==> config.mk <==
export PLATFORM = sky130hd
export DESIGN_NAME = trap_controller
export DESIGN_NICKNAME = d
export VERILOG_FILES = /design/src/rtl/trap_controller_pkg.sv /design/src/rtl/trap_controller.sv
export SDC_FILE = /design/constraint.sdc
export NUM_CORES = 1
export LEC_CHECK = 0
export CORE_MARGIN = 3
export CORE_UTILIZATION = 49
export CTS_BUF_LIST = sky130_fd_sc_hd__clkbuf_8
export CTS_CLUSTER_DIAMETER = 150
export CTS_CLUSTER_SIZE = 8
export DETAILED_ROUTE_END_ITERATION = 6
export GPL_ROUTABILITY_DRIVEN = 0
export HOLD_SLACK_MARGIN = 0.15
export PLACE_DENSITY_LB_ADDON = 0.25
export SKIP_LAST_GASP = 1
export SLEW_MARGIN = 20
export SYNTH_ARGS = -nofsm -noshare
export SYNTH_HDL_FRONTEND = slang
export SYNTH_SLANG_ARGS = --single-unit
==> constraint.sdc <==
create_clock -name i_Clock -period 8.15 [get_ports i_Clock]
set_input_delay 1.63 -clock i_Clock [delete_from_list [all_inputs] [get_ports i_Clock]]
set_output_delay 1.63 -clock i_Clock [all_outputs]
set_load 0.05 [all_outputs]
==> src/rtl/trap_controller_pkg.sv <==
// Shared types and constants for the machine-mode trap sequencer.
package trap_pkg;

    // Sequencer states: IDLE waits for a trap or MRET, W_* write the trap CSRs,
    // R_* read the vector/return address, REDIR issues the PC redirect.
    typedef enum logic [2:0] {
        ST_IDLE    = 3'd0,
        ST_W_EPC   = 3'd1,
        ST_W_CAUSE = 3'd2,
        ST_W_TVAL  = 3'd3,
        ST_R_TVEC  = 3'd4,
        ST_R_EPC   = 3'd5,
        ST_REDIR   = 3'd6
    } trap_state_e;

    // Exception and interrupt cause codes
    localparam int unsigned CAUSE_ILLEGAL_INSN = 2;
    localparam int unsigned CAUSE_ECALL_M      = 11;
    localparam int unsigned IRQ_M_EXT          = 11;

    // mtvec[1:0] mode field encodings
    localparam logic [1:0] MTVEC_MODE_DIRECT   = 2'd0;
    localparam logic [1:0] MTVEC_MODE_VECTORED = 2'd1;

    // Machine-mode CSR addresses
    localparam logic [11:0] CSR_NUM_MTVEC  = 12'h305;
    localparam logic [11:0] CSR_NUM_MEPC   = 12'h341;
    localparam logic [11:0] CSR_NUM_MCAUSE = 12'h342;
    localparam logic [11:0] CSR_NUM_MTVAL  = 12'h343;

endpackage

==> src/rtl/trap_controller.sv <==
// Machine-mode trap/MRET sequencer: writes mepc/mcause/mtval on a trap,
// reads mtvec or mepc, redirects the PC and owns mstatus.MIE/MPIE.
module trap_controller
    import trap_pkg::*;
#(
    parameter int XLEN    = 32,
    parameter int CAUSE_W = 5
) (
    input  logic               i_Clock,
    input  logic               i_Reset_n,
    input  logic               i_ExcValid,
    input  logic [CAUSE_W-1:0] i_ExcCause,
    input  logic [XLEN-1:0]    i_ExcPc,
    input  logic [XLEN-1:0]    i_ExcTval,
    input  logic               i_IrqPending,
    input  logic [XLEN-1:0]    i_IrqPc,
    input  logic               i_MretValid,
    output logic               o_Stall,
    output logic               o_Flush,
    output logic               o_CsrWriteEnable,
    output logic [11:0]        o_CsrNumber,
    output logic [XLEN-1:0]    o_CsrWriteData,
    input  logic [XLEN-1:0]    i_CsrReadData,
    output logic               o_RedirectValid,
    output logic [XLEN-1:0]    o_RedirectPc,
    output logic               o_MstatusMie
);

    trap_state_e       state_q, state_d;
    logic              mie_q, mpie_q;
    logic              is_mret_q;
    logic              is_irq_q;
    logic [XLEN-1:0]   epc_q, cause_q, tval_q, target_q;
    logic              take_exc, take_irq, take_mret, take_trap;

    // Trap handler address from mtvec; vectoring applies to interrupts only,
    // reserved modes 2/3 behave as direct, and the sum wraps modulo 2^XLEN.
    function automatic logic [XLEN-1:0] tvec_target(input logic [XLEN-1:0]    tvec,
                                                    input logic               irq,
                                                    input logic [CAUSE_W-1:0] code);
        logic [XLEN-1:0] base;
        base = {tvec[XLEN-1:2], 2'b00};
        if (irq && (tvec[1:0] == MTVEC_MODE_VECTORED))
            return base + (XLEN'(code) << 2);
        return base;
    endfunction

    // Acceptance in IDLE: exception beats enabled interrupt beats MRET
    always_comb begin
        take_exc  = (state_q == ST_IDLE) && i_ExcValid;
        take_irq  = (state_q == ST_IDLE) && !i_ExcValid && i_IrqPending && mie_q;
        take_mret = (state_q == ST_IDLE) && !i_ExcValid && !(i_IrqPending && mie_q) && i_MretValid;
        take_trap = take_exc || take_irq;
    end

    // Next-state and Moore outputs of the sequencer
    always_comb begin
        state_d          = state_q;
        o_Stall          = 1'b0;
        o_Flush          = 1'b0;
        o_CsrWriteEnable = 1'b0;
        o_CsrNumber      = 12'h000;
        o_CsrWriteData   = '0;
        o_RedirectValid  = 1'b0;
        o_RedirectPc     = '0;
        case (state_q)
            ST_IDLE: begin
                if (take_trap)
                    state_d = ST_W_EPC;
                else if (take_mret)
                    state_d = ST_R_EPC;
            end
            ST_W_EPC: begin
                o_Flush          = 1'b1;
                o_Stall          = 1'b1;
                o_CsrWriteEnable = 1'b1;
                o_CsrNumber      = CSR_NUM_MEPC;
                o_CsrWriteData   = epc_q;
                state_d          = ST_W_CAUSE;
            end
            ST_W_CAUSE: begin
                o_Stall          = 1'b1;
                o_CsrWriteEnable = 1'b1;
                o_CsrNumber      = CSR_NUM_MCAUSE;
                o_CsrWriteData   = cause_q;
                state_d          = ST_W_TVAL;
            end
            ST_W_TVAL: begin
                o_Stall          = 1'b1;
                o_CsrWriteEnable = 1'b1;
                o_CsrNumber      = CSR_NUM_MTVAL;
                o_CsrWriteData   = tval_q;
                state_d          = ST_R_TVEC;
            end
            ST_R_TVEC: begin
                o_Stall     = 1'b1;
                o_CsrNumber = CSR_NUM_MTVEC;
                state_d     = ST_REDIR;
            end
            ST_R_EPC: begin
                o_Flush     = 1'b1;
                o_Stall     = 1'b1;
                o_CsrNumber = CSR_NUM_MEPC;
                state_d     = ST_REDIR;
            end
            ST_REDIR: begin
                o_RedirectValid = 1'b1;
                o_RedirectPc    = target_q;
                state_d         = ST_IDLE;
            end
            default: begin
                state_d = ST_IDLE;
            end
        endcase
    end

    // Control state: FSM register, interrupt-enable stack, MRET marker
    always_ff @(posedge i_Clock or negedge i_Reset_n) begin
        if (!i_Reset_n) begin
            state_q   <= ST_IDLE;
            mie_q     <= 1'b0;
            mpie_q    <= 1'b0;
            is_mret_q <= 1'b0;
        end else begin
            state_q <= state_d;
            if (take_trap) begin
                mpie_q    <= mie_q;
                mie_q     <= 1'b0;
                is_mret_q <= 1'b0;
            end else if (take_mret) begin
                is_mret_q <= 1'b1;
            end else if ((state_q == ST_REDIR) && is_mret_q) begin
                mie_q     <= mpie_q;
                mpie_q    <= 1'b1;
                is_mret_q <= 1'b0;
            end
        end
    end

    // Trap context and redirect target; only consumed after being loaded
    always_ff @(posedge i_Clock) begin
        if (take_trap) begin
            is_irq_q <= take_irq;
            if (take_exc) begin
                epc_q   <= i_ExcPc;
                cause_q <= XLEN'(i_ExcCause);
                tval_q  <= i_ExcTval;
            end else begin
                epc_q   <= i_IrqPc;
                cause_q <= {1'b1, (XLEN-1)'(IRQ_M_EXT)};
                tval_q  <= '0;
            end
        end
        if (state_q == ST_R_TVEC)
            target_q <= tvec_target(i_CsrReadData, is_irq_q, cause_q[CAUSE_W-1:0]);
        else if (state_q == ST_R_EPC)
            target_q <= i_CsrReadData & ~XLEN'(3);
    end

    assign o_MstatusMie = mie_q;

endmodule

==> results of run 1 <==
[metal layers]
metal	track usage	up-vias	wire length (microns)
met4	0.08894	0	368
met2	0.3977	232	7498
met1	0.2960	2129	5822
met3	0.05606	25	1227
li1	-	2179	-
met5	0	-	0
[stage by stage]
stage	cell area, sq um	total power [W]	std cells
after global placement	7721	0.002065	838
after detailed placement	7721	0.002091	838
after floorplan	5594	0.001682	521
after CTS	7928	0.002433	854
after global routing	7938	0.002539	854
final	7938	0.002423	854
[report_power, final]
part           total [W]  internal [W]  switching (W)
Combinational    0.00123      0.000416       0.000811
Clock           0.000343      0.000170       0.000174
Sequential      0.000853      0.000772      0.0000805
[how the worst min path moves through the flow]
stage	start	endpoint	slack [ns]	cells after the start
6_report	mpie_q	mpie_q	0.54	2
3_5_place_dp	mpie_q	mpie_q	0.51	2
2_1_floorplan	mpie_q	mpie_q	0.47	2
5_1_grt	mpie_q	mpie_q	0.59	2
4_1_cts	mpie_q	mpie_q	0.53	2
3_3_place_gp	mpie_q	mpie_q	0.48	2
[logic make-up after synthesis]
family / Yosys count / synth area share
compound gates: 55 / 0.07618
xor+xnor: 29 / 0.04562
fa+ha+maj: 6 / 0.01483
buf+inv: 44 / 0.04000
flops: 107 / 0.5717
mux: 6 / 0.01213
other cells: 1 / 0.0006735
simple gates: 266 / 0.2389
[layout by cell type (no fill, tap or decap), types with 3 or more instances in the layout]
cell and instances:
sky130_fd_sc_hd__nor2_4 4, sky130_fd_sc_hd__nand2_1 123, sky130_fd_sc_hd__a21oi_1 10, sky130_fd_sc_hd__inv_1 4, sky130_fd_sc_hd__dfrtp_1 6, sky130_fd_sc_hd__o21ai_0 5
sky130_fd_sc_hd__clkbuf_8 9, sky130_fd_sc_hd__nand2b_1 5, sky130_fd_sc_hd__nor3_1 5, sky130_fd_sc_hd__nor2b_1 3, sky130_fd_sc_hd__buf_4 5, sky130_fd_sc_hd__conb_1 8
sky130_fd_sc_hd__nand3_1 9, sky130_fd_sc_hd__clkdlybuf4s50_1 210, sky130_fd_sc_hd__nand4_1 10, sky130_fd_sc_hd__ha_1 5, sky130_fd_sc_hd__nor4_2 3, sky130_fd_sc_hd__mux2_2 6
sky130_fd_sc_hd__and2_1 31, sky130_fd_sc_hd__a22o_1 26, sky130_fd_sc_hd__a22oi_1 6, sky130_fd_sc_hd__xnor2_1 17, sky130_fd_sc_hd__clkinv_2 3, sky130_fd_sc_hd__clkinv_1 3
sky130_fd_sc_hd__and3_1 34, sky130_fd_sc_hd__edfxtp_1 101, sky130_fd_sc_hd__nor2_1 29, sky130_fd_sc_hd__xor2_1 12
[critical path: stages (launching register included)]
cell                              delay, ns
sky130_fd_sc_hd__dfrtp_1               0.67
sky130_fd_sc_hd__nor3_2                0.87
sky130_fd_sc_hd__buf_4                 0.37
sky130_fd_sc_hd__a21oi_1               0.10
sky130_fd_sc_hd__clkdlybuf4s50_1       0.76
[flip-flops by register name, summed over array words and instances (netlist names)]
name,count
mpie_q,1
epc_q,32
o_MstatusMie,1
is_mret_q,1
tval_q,32
is_irq_q,1
state_q,3
cause_q,6
target_q,30
[layout make-up]
type,count,area [sq um]
Fill cell,788,3045
Inverter,6,22.52
Clock buffer,9,123.9
Timing Repair Buffer,215,2140
Tap cell,140,175.2
Sequential cell,107,3183
Multi-Input combinational cell,370,2211
Clock inverter,7,82.58
==> results.cfg, run 1 <==
[cts]
postCtsHoldBufs = 0
path_clk_slew_ns = 0.10
skew_pair_late_insertion_delay_ns = 0.36
cts_sinks = 107
cts_bufs_inserted = 9
cts_tree = done
clock_tree.root_cell = sky130_fd_sc_hd__clkbuf_8
clock_path_buffers = 2
cts_setup_buffers = 0
cts-resized-gates = 0
h_tree_level_count = 3

[sta]
setup_viol_count_final = 0
final_critical_path_time_including_i_o_delays_and_setup_ns = 4.762
rsz_0062_raised_after_global_routing = false
finalMaxSlewViolations = 0
fin_crit_sh = 0.5842
whs_ns = 0.5358
timing.max_slew.rel_slack = 0.3307
worst_pin_slew_ns = 0.9977
timing.clock.skew_ns = 0.007225
maxClockFrequency_ghz = 0.2100
setup_total_negative_slack_ns = 0
finalWorstSetupSlack_ns = 3.388
finalHoldViolations = 0

[worst_setup_path]
endpoint = o_Stall
worstSetupEndpointType = output pin
rr_endpoint = epc_q[18]
timing.reg2reg.setup_slack_ns = 4.83
path_max_fanout = 21
path_class = flop to output pin
worst-endpoint-required_ns = 6.52
r2r.worst_path.cells = 7
arrival_time_of_the_worst_setup_path_ns = 3.13
regToRegStartpoint = state_q[1]
timing.critical_path.from = state_q[1]
startpoint_type = flop

[outcome]
status = completed

[route]
drtAntennaViolNets = 0
totalWireLength_microns = 14920
drt_drc_violations_left = 0
viasPerCell = 5.345
drtPass1Iterations = 6
routedWlPerCell_microns = 17.47
drt_iter0_markers = 331
vias = 4565

[synth]
post_synth_edffs = 101
post_synth_inst_count = 514
syn_avg_cell_area_sq_um = 10.83
synth_cell_type_count = 44
yosys.area.top_type_share = 0.5447
ys_top_cells_by_count = 123 x sky130_fd_sc_hd__nand2_1, 101 x sky130_fd_sc_hd__edfxtp_1, 34 x sky130_fd_sc_hd__and3_1, 31 x sky130_fd_sc_hd__and2_1, 29 x sky130_fd_sc_hd__nor2_1
leading_cell_type_by_number_of_instances_after_synthesis = sky130_fd_sc_hd__nand2_1
synth_seq_cells = 107
most_instantiated_flip_flop_cell_in_the_synthesis_netlist = sky130_fd_sc_hd__edfxtp_1
yosys_warnings = 0
synth_top_cells_by_area = sky130_fd_sc_hd__edfxtp_1 54%, sky130_fd_sc_hd__nand2_1 8.3%, sky130_fd_sc_hd__a22o_1 4.1%, sky130_fd_sc_hd__and3_1 3.8%, sky130_fd_sc_hd__and2_1 3.5%
synth_area_leader = sky130_fd_sc_hd__edfxtp_1
async_reset_ff_frac = 0.05607
synth_sequential_area_ratio = 0.5717
post_synth_instance_area_sq_um = 5568

[global_route]
grt_max_degree = 74
first_global_vias = 4593
wire_length_of_the_first_global_routing_pass_microns = 23620
globalRouteOverflowTotal = 0
globalRouteTotalUtil = 0.2361
antenna_found_initial = 0

[die]
die-height_microns = 112.6
floorplan.initialDensity = 0.5069
io-pin-count = 219
design.core.area_sq_um = 10980
die_w_microns = 112.6
die_area_sq_um = 12680
rows = 38

[placed_design]
detailedPlacementHpwl_microns = 11170
pre_cts_slack_ns = 3.499
port_buffers = 210

[power]
vdd_ir_drop_max_mv = 0.2390
power_leakage_nw = 3.058
power_per_cell_area_nw_per_um2 = 305.3

[job]
max-cap-violations = 0

[cells_and_area]
syn_to_final_growth_pct = 42.56
utilization_after_layout = 0.7227
post_route_cells_drive_above_1_share = 0.06022
num-nets-final = 853
antenna_cells_inserted = 0

[hold_path]
hp-class = flop to flop
Power figures use the tool's default switching activity.
==> run 2: changes to the inputs <==
--- a/config.mk
+++ b/config.mk
@@ -6,7 +6,7 @@
 export NUM_CORES = 1
 export LEC_CHECK = 0
 export CORE_MARGIN = 3
-export CORE_UTILIZATION = 49
+export CORE_UTILIZATION = 41
 export CTS_BUF_LIST = sky130_fd_sc_hd__clkbuf_8
 export CTS_CLUSTER_DIAMETER = 150
 export CTS_CLUSTER_SIZE = 8
==> constraint.sdc (replaced) <==
create_clock -name i_Clock -period 4.1 [get_ports i_Clock]
set_input_delay 0.82 -clock i_Clock [delete_from_list [all_inputs] [get_ports i_Clock]]
set_output_delay 0.82 -clock i_Clock [all_outputs]
set_load 0.05 [all_outputs]
==> results.cfg, run 2 (synthesis gave the netlist of run 1 again) <==
[outcome]
status = completed

[global_route]
wire_length_of_the_first_global_routing_pass_microns = 22270
globalRouteOverflowTotal = 0
antenna_found_initial = 0
first_global_vias = 4495
grt_max_degree = 66
globalRouteTotalUtil = 0.1926

[hold_path]
hp-class = flop to flop
min_from = mpie_q
timing.hold.worst_path_depth = 2
hold-path-endpoint = mpie_q

[cells_and_area]
antenna_cells_inserted = 0
biggestRegsByFlops = epc_q (32), tval_q (32), target_q (30)
utilization_after_layout = 0.6100
non_filler_cells_in_the_finished_layout = 891
mostFrequentLayoutCell = sky130_fd_sc_hd__clkdlybuf4s50_1
post_route_cells_drive_above_1_share = 0.1307
num-nets-final = 858
most-common-layout-cells = 167 x sky130_fd_sc_hd__clkdlybuf4s50_1, 123 x sky130_fd_sc_hd__nand2_1, 101 x sky130_fd_sc_hd__edfxtp_1, 52 x sky130_fd_sc_hd__buf_4, 34 x sky130_fd_sc_hd__and3_1
syn_to_final_growth_pct = 41.64

[sta]
finalMaxSlewViolations = 0
whs_ns = 0.5266
finalWorstSetupSlack_ns = 0.5030
maxClockFrequency_ghz = 0.2780
finalHoldViolations = 0
setup_total_negative_slack_ns = 0
setup_viol_count_final = 0
final_critical_path_time_including_i_o_delays_and_setup_ns = 3.597
worst_pin_slew_ns = 0.6256
timing.clock.skew_ns = 0.009058
timing.max_slew.rel_slack = 0.5823
fin_crit_sh = 0.8773
rsz_0062_raised_after_global_routing = false

[placed_design]
port_buffers = 210
placed_cells = 875
detailedPlacementHpwl_microns = 11030
pre_cts_slack_ns = 0.9139

[route]
drtAntennaViolNets = 0
drt_iter0_markers = 396
vias = 4555
drtPass1Iterations = 7
totalWireLength_microns = 14780
viasPerCell = 5.112
drt_drc_violations_left = 0
routedWlPerCell_microns = 16.59

[die]
floorplan.initialDensity = 0.4307
rows = 41
io-pin-count = 219
design.core.area_sq_um = 12930
die-height_microns = 122.5
die_w_microns = 122.5
die_area_sq_um = 15010

[worst_setup_path]
critPathMaxStageDelay_ns = 0.83
regToRegStartpoint = cause_q[0]
r2r.worst_path.cells = 7
crit_path_top_delay_cell = sky130_fd_sc_hd__clkdlybuf4s50_1
path_max_fanout = 26
rr_endpoint = target_q[14]
worst-endpoint-required_ns = 3.28
worstSetupEndpointType = output pin
arrival_time_of_the_worst_setup_path_ns = 2.78
timing.reg2reg.setup_slack_ns = 1.76
startpoint_type = flop
path_class = flop to output pin
timing.critical_path.from = state_q[0]
crit_chain = nand2b_1 > nor2_2 > buf_4 > a22o_1 > clkdlybuf4s50_1

[power]
comb_power_share = 0.529
clockPowerShare = 0.130
power_leakage_nw = 3.150
power.switching_fraction = 0.4571
vdd_ir_drop_max_mv = 0.3491
power_report.internal_total_w = 0.002578
power_per_cell_area_nw_per_um2 = 602.1
switching_power_w = 0.002170
seq_power_share = 0.340

[cts]
cts-resized-gates = 0
cts_setup_buffers = 0
h_tree_level_count = 3
clock_path_buffers = 2
clock_tree.root_cell = sky130_fd_sc_hd__clkbuf_8
skew_pair_late_insertion_delay_ns = 0.38
path_clk_slew_ns = 0.10
postCtsHoldBufs = 0
cts_bufs_inserted = 9
cts_sinks = 107
cts_tree = done

[job]
max-cap-violations = 0
-- run 2: final cells by class --
cell class / count / area (sq um)
clock inverters: 7 / 58.81
clock buffers: 9 / 123.9
flip-flops and latches: 107 / 3183
fillers: 1124 / 5041
repair buffers: 220 / 2082
well taps: 172 / 215.2
inverters: 6 / 22.52
multi-input cells: 370 / 2201
-- run 2: worst max-delay path by stage --
stage,end,slack [ns]
after global routing,o_CsrWriteData[5],0.35
after CTS,o_CsrWriteData[5],0.47
after global placement,o_CsrWriteData[26],0.98
after floorplan,cause_q[0],0.59
final,o_CsrWriteData[5],0.50
after detailed placement,target_q[24],0.91
-- run 2: power groups by stage --
stage	combinational (W)	clock, W	sequential (W)
after floorplan	0.00171	0	0.00162
after global placement	0.00250	0	0.00164
after detailed placement	0.00253	0	0.00165
after CTS	0.00254	0.000629	0.00162
after global routing	0.00267	0.000666	0.00164
final	0.00251	0.000619	0.00162
-- run 2: metal layers --
layer	part of all wire	vias up	track usage	wire length, microns
li1	-	2195	-	-
met1	0.39	2117	0.2342	5708
met2	0.50	222	0.3291	7396
met3	0.094	21	0.05207	1396
met4	0.019	0	0.06998	279
met5	0	-	0	0
-- run 2: critical path: cells and delay by family (launching register included) --
family | cells | cell delay [ns]
and+or+nand+nor | 2 | 0.34
buffers and inverters | 2 | 1.14
DFF | 1 | 0.70
AOI/OAI and AO/OA | 1 | 0.22
-- run 2: per-stage QoR --
step	instance area [sq um]	power, W
global placement	7704	0.004137
finish	7886	0.004748
detailed placement	7704	0.004172
global route	7886	0.004973
floorplan	5597	0.003336
CTS	7886	0.004786
